<file path="config.mk">
export PLATFORM = sky130hd
export DESIGN_NAME = report_collector_c0
export DESIGN_NICKNAME = d
export VERILOG_FILES = /design/src/rtl/monitor_pkg.sv /design/src/rtl/report_fifo.sv /design/src/rtl/report_collector_c0.sv
export SDC_FILE = /design/constraint.sdc
export NUM_CORES = 1
export LEC_CHECK = 0
export BUFFER_PORTS_ARGS = -buffer_cell sky130_fd_sc_hd__buf_2
export CORE_MARGIN = 2
export CORE_UTILIZATION = 28
export DETAILED_ROUTE_END_ITERATION = 7
export MAX_ROUTING_LAYER = met4
export SLEW_MARGIN = 40
export SYNTH_ARGS = -nofsm -noshare
export SYNTH_HDL_FRONTEND = slang
export SYNTH_SLANG_ARGS = --single-unit
</file>
<file path="constraint.sdc">
create_clock -name clk -period 23.1 [get_ports clk]
set_input_delay 5.775 -clock clk [delete_from_list [all_inputs] [get_ports clk]]
set_output_delay 5.775 -clock clk [all_outputs]
set_load 0.03 [all_outputs]
</file>
<file path="src/rtl/monitor_pkg.sv">
// Shared sizing defaults and drain FSM state encoding for the cluster-0 report collector.
package monitor_pkg;
    localparam int N_REPORTS   = 44;
    localparam int TS_W        = 32;
    localparam int FIFO_DEPTH  = 8;
    localparam int REPORT_ID_W = 6;

    typedef enum logic {
        IDLE = 1'b0,
        EMIT = 1'b1
    } drain_state_e;
endpackage

</file>
<file path="src/rtl/report_fifo.sv">
// Synchronous FIFO holding {timestamp, report vector} entries; head is presented combinationally.
module report_fifo #(
    parameter int WIDTH = 76,
    parameter int DEPTH = 8
) (
    input  logic             clk,
    input  logic             reset,
    input  logic             i_wr_en,
    input  logic [WIDTH-1:0] i_wr_data,
    input  logic             i_rd_en,
    output logic [WIDTH-1:0] o_rd_data,
    output logic             o_empty,
    output logic             o_full
);
    localparam int AW = $clog2(DEPTH);
    localparam int CW = AW + 1;

    logic [WIDTH-1:0] r_mem [DEPTH];
    logic [AW-1:0]    r_wr_ptr;
    logic [AW-1:0]    r_rd_ptr;
    logic [CW-1:0]    r_count;
    logic             w_push;
    logic             w_pop;

    assign o_full    = (r_count == CW'(DEPTH));
    assign o_empty   = (r_count == '0);
    assign w_push    = i_wr_en && !o_full;
    assign w_pop     = i_rd_en && !o_empty;
    assign o_rd_data = r_mem[r_rd_ptr];

    // Storage carries no reset; validity is tracked solely by the occupancy count.
    always_ff @(posedge clk) begin
        if (w_push) begin
            r_mem[r_wr_ptr] <= i_wr_data;
        end
    end

    always_ff @(posedge clk) begin
        if (reset) begin
            r_wr_ptr <= '0;
            r_rd_ptr <= '0;
            r_count  <= '0;
        end else begin
            if (w_push) r_wr_ptr <= r_wr_ptr + AW'(1);
            if (w_pop)  r_rd_ptr <= r_rd_ptr + AW'(1);
            r_count <= r_count + CW'(w_push) - CW'(w_pop);
        end
    end
endmodule

</file>
<file path="src/rtl/report_collector_c0.sv">
// Timestamps non-zero report vectors, buffers them and serialises each set bit as one id/ts event.
module report_collector_c0 #(
    parameter int N_REPORTS  = monitor_pkg::N_REPORTS,
    parameter int TS_W       = monitor_pkg::TS_W,
    parameter int FIFO_DEPTH = monitor_pkg::FIFO_DEPTH
) (
    input  logic                                clk,
    input  logic                                reset,
    input  logic                                run,
    input  logic                                stream_reset,
    input  logic [N_REPORTS-1:0]                report_vec,
    output logic                                out_valid,
    input  logic                                out_ready,
    output logic [monitor_pkg::REPORT_ID_W-1:0] out_id,
    output logic [TS_W-1:0]                     out_ts,
    output logic                                overflow,
    output logic [7:0]                          drop_cnt
);
    import monitor_pkg::*;

    localparam int FW = TS_W + N_REPORTS;

    drain_state_e           r_state;
    drain_state_e           w_next_state;
    logic [TS_W-1:0]        r_ts;
    logic [N_REPORTS-1:0]   r_work_vec;
    logic [TS_W-1:0]        r_work_ts;
    logic                   r_overflow;
    logic [7:0]             r_drop_cnt;

    logic                   w_push_req;
    logic                   w_full;
    logic                   w_empty;
    logic                   w_drop;
    logic                   w_pop;
    logic                   w_fire;
    logic [FW-1:0]          w_head;
    logic [N_REPORTS-1:0]   w_remaining;
    logic [REPORT_ID_W-1:0] w_lsb_id;

    function automatic logic [REPORT_ID_W-1:0] lowest_set(input logic [N_REPORTS-1:0] v);
        logic [REPORT_ID_W-1:0] id;
        id = '0;
        for (int i = N_REPORTS - 1; i >= 0; i--) begin
            if (v[i]) id = REPORT_ID_W'(i);
        end
        return id;
    endfunction

    assign w_push_req  = run && (|report_vec);
    assign w_drop      = w_push_req && w_full;
    assign w_pop       = (r_state == IDLE) && !w_empty;
    assign w_fire      = out_valid && out_ready;
    assign w_lsb_id    = lowest_set(r_work_vec);
    assign w_remaining = r_work_vec & (r_work_vec - N_REPORTS'(1));

    report_fifo #(
        .WIDTH (FW),
        .DEPTH (FIFO_DEPTH)
    ) u_fifo (
        .clk       (clk),
        .reset     (reset),
        .i_wr_en   (w_push_req),
        .i_wr_data ({r_ts, report_vec}),
        .i_rd_en   (w_pop),
        .o_rd_data (w_head),
        .o_empty   (w_empty),
        .o_full    (w_full)
    );

    // Symbol timestamp: stream_reset restarts it, but the current symbol still captures the old value.
    always_ff @(posedge clk) begin
        if (reset || stream_reset) begin
            r_ts <= '0;
        end else if (run) begin
            r_ts <= r_ts + TS_W'(1);
        end
    end

    always_ff @(posedge clk) begin
        if (reset) begin
            r_overflow <= 1'b0;
            r_drop_cnt <= '0;
        end else if (w_drop) begin
            r_overflow <= 1'b1;
            if (r_drop_cnt != 8'hFF) r_drop_cnt <= r_drop_cnt + 8'd1;
        end
    end

    always_ff @(posedge clk) begin
        if (reset) begin
            r_state <= IDLE;
        end else begin
            r_state <= w_next_state;
        end
    end

    always_comb begin
        w_next_state = r_state;
        case (r_state)
            IDLE:    if (!w_empty) w_next_state = EMIT;
            EMIT:    if (w_fire && (w_remaining == '0)) w_next_state = IDLE;
            default: w_next_state = IDLE;
        endcase
    end

    always_comb begin
        out_valid = (r_state == EMIT);
        out_id    = out_valid ? w_lsb_id  : '0;
        out_ts    = out_valid ? r_work_ts : '0;
    end

    // Working vector: loaded on pop, one bit retired per accepted event.
    always_ff @(posedge clk) begin
        if (reset) begin
            r_work_vec <= '0;
        end else if (w_pop) begin
            r_work_vec <= w_head[N_REPORTS-1:0];
        end else if (w_fire) begin
            r_work_vec <= w_remaining;
        end
    end

    always_ff @(posedge clk) begin
        if (w_pop) begin
            r_work_ts <= w_head[FW-1:N_REPORTS];
        end
    end

    assign overflow = r_overflow;
    assign drop_cnt = r_drop_cnt;
endmodule

</file>
Yosys cells after proc, flatten, opt, wreduce, memory -nomap -nowiden
Memories as Yosys holds them, arrays and structs flattened. A register that Yosys moved wholly into a read port is not among the register bits.
Index checks and enable logic that the tools add are counted.
Storage, ports and cells
  flip-flop bits (word level): 128
  bits in writable memories: 608
  output and inout bits: 48
  word-level logic and storage cells: 91
  memories: 1
Cells by class
  add/subtract/negate cells: 7
  equality and inequality tests: 2
  muxes and demuxes: 55
  bitwise logic cells: 2
  reductions and logical operators: 15
Memory list
  u_fifo.r_mem: depth 8, bits a word 76, rd ports 1, clocked after memory_dff 1, wr ports 1, line report_fifo.sv:18  | logic [WIDTH-1:0] r_mem [DEPTH];
Operators with widths (count)
  $mux 6: 45
  $mux 44: 2
  $and 44x44->44: 1
  $logic_not 44->1: 1
  $reduce_or 44->1: 1
  $sub 44x1->44 const B: 1
  $add 32x1->32 const B: 1
  $mux 32: 1
  $add 8x1->8 const B: 1
  $ne 8x8->1 const B: 1
  $logic_and 1x1->1: 7
  $add 3x1->3 const B: 2
  $mux 3: 2
  $add 4x1->4: 1
  $eq 4x4->1 const B: 1
  $logic_not 4->1: 1
  $mux 1: 4
  $sub 4x1->4: 1
  $logic_not 1->1: 2
  $pmux 1 s2: 1
  $reduce_and 2->1: 1
  $reduce_bool 2->1: 1
  $logic_or 1x1->1: 1
  $not 1->1: 1

Logic depth before layout (Yosys ltp)
  depth after elaboration: 45
  depth in mapped cells: 14

Hierarchy
Synthesis repeated with hierarchy kept, for this count alone.
Second synthesis, totals
  cells, all modules: 1651
  area total of the unflattened synthesis: 29385.7 um^2
By module, submodules not included
  report_fifo: times used 1, cells an instance 959, area each 23487.5 um^2
  report_collector_c0: times used 1, cells an instance 692, area each 5898.2 um^2

Worst setup path before layout
Ideal clock, no wire load.
  path kind: input -> register
  start: input run
  end: memory u_fifo.r_mem[0][0] (enable)
  library setup time: 604 ps
  arrival time: 11576 ps
  slack: 10920 ps
  stages on the path: 4
  buffers on the path: 1
  cell sequence: buf_2 > o31ai_1 > or3_1 > nor3_1
On the way
  longest elaborated chain between the ends: 4
Ends and longest elaborated chain
  start: declaration: line report_collector_c0.sv:9  | input logic run,
  $logic_and 1x1->1: line report_collector_c0.sv:50  | assign w_push_req = run && (|report_vec);
  $logic_and 1x1->1: line report_fifo.sv:27  | assign w_push = i_wr_en && !o_full;
  $mux 1: line report_fifo.sv:33  | if (w_push) begin
  $mux 1 (implied by the code): line report_fifo.sv:34  | r_mem[r_wr_ptr] <= i_wr_data;
  end: declaration: line report_fifo.sv:18
No other way between the ends.

Worst setup path after layout
  start: register r_work_vec[33]
  end: output out_id[3] (netlist bit)
On the way
  longest elaborated chain between the ends: 35
Ends and longest elaborated chain
  start: declaration: line report_collector_c0.sv:26  | logic [N_REPORTS-1:0] r_work_vec;
  start signal: assignment: line report_collector_c0.sv:118  | r_work_vec <= w_head[N_REPORTS-1:0];
  start signal: assignment: line report_collector_c0.sv:120  | r_work_vec <= w_remaining;
  $mux 6 (34 in series): line report_collector_c0.sv:45  | if (v[i]) id = REPORT_ID_W'(i);
  $mux 6: line report_collector_c0.sv:109  | out_id = out_valid ? w_lsb_id : '0;
  end: declaration: line report_collector_c0.sv:14  | output logic [monitor_pkg::REPORT_ID_W-1:0] out_id,
No other way between the ends.

==> results.sh <==
export IMPL_run_status="finished clean"
export IMPL_endpoint_kind="output pin"
export IMPL_global_route_wire_length_before_repair_mm=104
export IMPL_clkTransAtPathRegs_ps=70
export IMPL_clockBufferDepth=3
export IMPL_postSynthRegisterBits=739
export IMPL_cellLeakagePower_nw=10.6
export IMPL_worstSkewPairLatency_ps=620
export IMPL_grt_use_total=0.133
export IMPL_htreeDepth=3
export IMPL_cts_hold_bufs=0
export IMPL_core_mm2=0.103
export IMPL_postCtsSetupBuffers=0
export IMPL_tritoncts_num_sinks=739
export IMPL_cp_top_family="simple AND/OR/NAND/NOR gates"
export IMPL_gpl_final_weighted_congestion=0.879
export IMPL_met2_wirelength_mm=33.1
export IMPL_ff2ff_path_depth=6
export IMPL_floorplan_die_height_um=327
export IMPL_worst_path_largest_cell_delay_ps=620
export IMPL_ys_seq_area_frac=0.725
export IMPL_tns_ps=0
export IMPL_die_width_um=327
export IMPL_worst_setup_path_class="reg -> out"
export IMPL_synthFlopType="edfxtp_1"
export IMPL_globalRoute_totalOverflow=0
export IMPL_dr_max_layer_used="met4"
export IMPL_critical_path_depth=6
export IMPL_worst_pin_slew_ps=848
export IMPL_finalSetupViolCount=0
export IMPL_synth_async_sr_flop_share=0
export IMPL_slew_headroom=0.434
export IMPL_routed_wirelength_mm=69.4
export IMPL_post_layout_total_power_mw=3.85
export IMPL_finish_net_count=1816
export IMPL_first_global_vias=15800
export IMPL_timing_critical_path_required_ps=17330
export IMPL_maxClockFrequency_mhz=115
export IMPL_period_minus_slack_ps=8700
export IMPL_post_drt_via_cell_ratio=4.83
export IMPL_fp_dieArea_mm2=0.107
export IMPL_crit_path_top_delay_cell="or4_1"
export IMPL_synth_area_per_cell_um2=17.8
export IMPL_drive_gt1_frac=0.249
export IMPL_netlist_cell_type_count=67
export IMPL_starting_density_of_the_core=0.282
export IMPL_rsz0062_at_grt="false"
export IMPL_syn_num_nets=1705
export IMPL_synthesis_instances=1645
export IMPL_wl_met1_mm=30.4
export IMPL_syn_area_mm2=0.0292
export IMPL_numPortBuffers=96
export IMPL_grt_start_max_net_pins=67
export IMPL_wl_per_cell_um=21.7
export IMPL_wl_met3_mm=4.62
export IMPL_synthDominantCellAreaShare=0.657
export IMPL_ys_warn_count=0
export IMPL_critPathArrivalTime_ps=2930
export IMPL_final_setup_skew_ps=23.5
export IMPL_powerDensity_mw_per_mm2=114
export IMPL_num_vias=15500
export IMPL_netlist_top_cells_area="edfxtp_1 66%, mux4_2 12%, dfxtp_1 6.8%"
export IMPL_layout_worst_path_cycle_share=0.377
export IMPL_setup_worst_path_start_class="flop"
export IMPL_num_io_pins=97
export IMPL_cts_repair_resize_count=0
export IMPL_cts_tree="yes"
export IMPL_r2r_setup_slack_ps=19340
export IMPL_dp_hpwl_mm=42.4
export IMPL_drc=0
export IMPL_cts_inserted_buffers=72
export IMPL_ant_nets=0
export IMPL_critical_path_peak_fanout=10
export IMPL_dr_pass1_iters=5
export IMPL_final_fill_count=9851
export IMPL_number_of_antenna_violations_at_the_first_check_in_global_routing=17
export IMPL_worst_hold_startpoint="overflow"
export IMPL_hold_violations=0
export IMPL_vdd_drop_max_mv=0.0787
export IMPL_drt_iter0_markers=1484
export IMPL_cp_num_buf_inv=1
export IMPL_yosys_area_top_type="edfxtp_1"
export IMPL_crit_path_start="r_work_vec[33]"
export IMPL_critical_path_reg2reg_endpoint="r_work_vec[37]"
export IMPL_crit_path_cell_trace="or4_1 > nand2b_1 > o21bai_1 > a31oi_1 > o2111a_1 > buf_2"
export IMPL_timing_max_cap_violations=0
export IMPL_synth_enable_flop_cells=640
export IMPL_std_cell_rows=118
export IMPL_worst_setup_endpoint="out_id[3]"
export IMPL_final_max_slew_violation_count=0
export IMPL_cts_root_buffer_cell="clkbuf_16"
export IMPL_area_growth_synth_to_final_pct=15.8
export IMPL_min_path_type="reg -> reg"
-- placed cells by master (no fill, tap or decap), types with 7 or more instances in the layout --
| cell type | n |
|---|---|
| mux2i_1 | 36 |
| a31oi_1 | 12 |
| inv_1 | 23 |
| clkbuf_1 | 19 |
| o41ai_1 | 7 |
| buf_2 | 96 |
| and3_1 | 9 |
| nor3_1 | 22 |
| nand2_1 | 51 |
| buf_4 | 17 |
| o21ai_0 | 35 |
| clkbuf_16 | 74 |
| nand3_1 | 21 |
| a21oi_1 | 41 |
| mux2_2 | 40 |
| dfxtp_1 | 95 |
| mux4_2 | 152 |
| xor2_1 | 27 |
| diode_2 | 13 |
| nor2_1 | 119 |
| or3_1 | 13 |
| xnor2_1 | 12 |
| nand4_1 | 19 |
| clkinv_1 | 7 |
| a211oi_1 | 16 |
| edfxtp_1 | 640 |
| ha_1 | 10 |
| nor4_1 | 21 |
| clkinv_2 | 11 |
| and2_1 | 35 |
| clkbuf_8 | 10 |
| or4_1 | 7 |
| o31ai_1 | 8 |
-- layout make-up --
class | count | area, µm² | area share
Sequential cell | 739 | 21200 | 0.627
Multi-Input combinational cell | 795 | 7650 | 0.226
Clock buffer | 103 | 2060 | 0.0609
Tap cell | 1380 | 1730 | 0.0510
Timing Repair Buffer | 124 | 773 | 0.0228
Clock inverter | 29 | 304 | 0.00898
Inverter | 24 | 91.3 | 0.00270
Antenna cell | 13 | 32.5 | 0.000961
-- worst min-delay path: stages, from the launching register on --
cell and delay, ps:
dfxtp_1 310, inv_1 50, a21oi_1 50
-- synth_stat cells, types with 22 or more instances --
library cell / number
nor3_1: 24
mux2i_1: 36
a21oi_1: 41
and2_1: 35
nor2_1: 125
mux2_2: 40
o21ai_0: 35
nand2_1: 51
nor4_1: 22
dfxtp_1: 99
clkbuf_1: 53
edfxtp_1: 640
xor2_1: 27
mux4_2: 152
inv_1: 24
-- how the worst min path moves through the flow --
stage,endpoint,cells after the start
3_5_place_dp,overflow,2
2_1_floorplan,flop,2
6_report,overflow,2
4_1_cts,overflow,2
5_1_grt,overflow,2
3_3_place_gp,overflow,2
-- report_power, final --
group | switching [mW] | total (mW) | internal, mW
Sequential | 0.122 | 1.71 | 1.59
Combinational | 0.577 | 0.973 | 0.396
Clock | 0.492 | 1.16 | 0.672
Total | 1.19 | 3.85 | 2.66
-- registers in the layout (all words and copies together) (netlist names), 3 cells and up, named ones only --
register and count:
drop_cnt 8, r_ts 32, r_work_ts 32, r_work_vec 44, u_fifo.r_count 4, u_fifo.r_mem 608
u_fifo.r_rd_ptr 3, u_fifo.r_wr_ptr 3
-- layer usage --
metal	vias up	GRT usage
li1	6820	-
met1	8128	0.177
met2	453	0.209
met3	99	0.0297
met4	0	0.0298
met5	-	-
-- kinds of logic after synthesis --
kind of cell,share of synthesized area
flops,0.725
buf+inv,0.0154
fa+ha+maj,0.00531
mux,0.145
xor+xnor,0.0117
compound gates,0.0361
simple gates,0.0615
-- stage by stage --
| step | util | instances | setup slack, ps | hold WS (ps) | cell area [µm²] |
|---|---|---|---|---|---|
| floorplan | - | 1645 | 10920 | 454 | 29200 |
| global placement | 0.303 | 3057 | 13880 | 450 | 31300 |
| detailed placement | 0.304 | 3062 | 14180 | 451 | 31400 |
| CTS | 0.327 | 3194 | 14410 | 461 | 33800 |
| global route | 0.327 | 3201 | 14270 | 485 | 33800 |
| finish | 0.327 | 3207 | 14400 | 457 | 33800 |
Note: power is estimated with default switching activity, not from simulation.
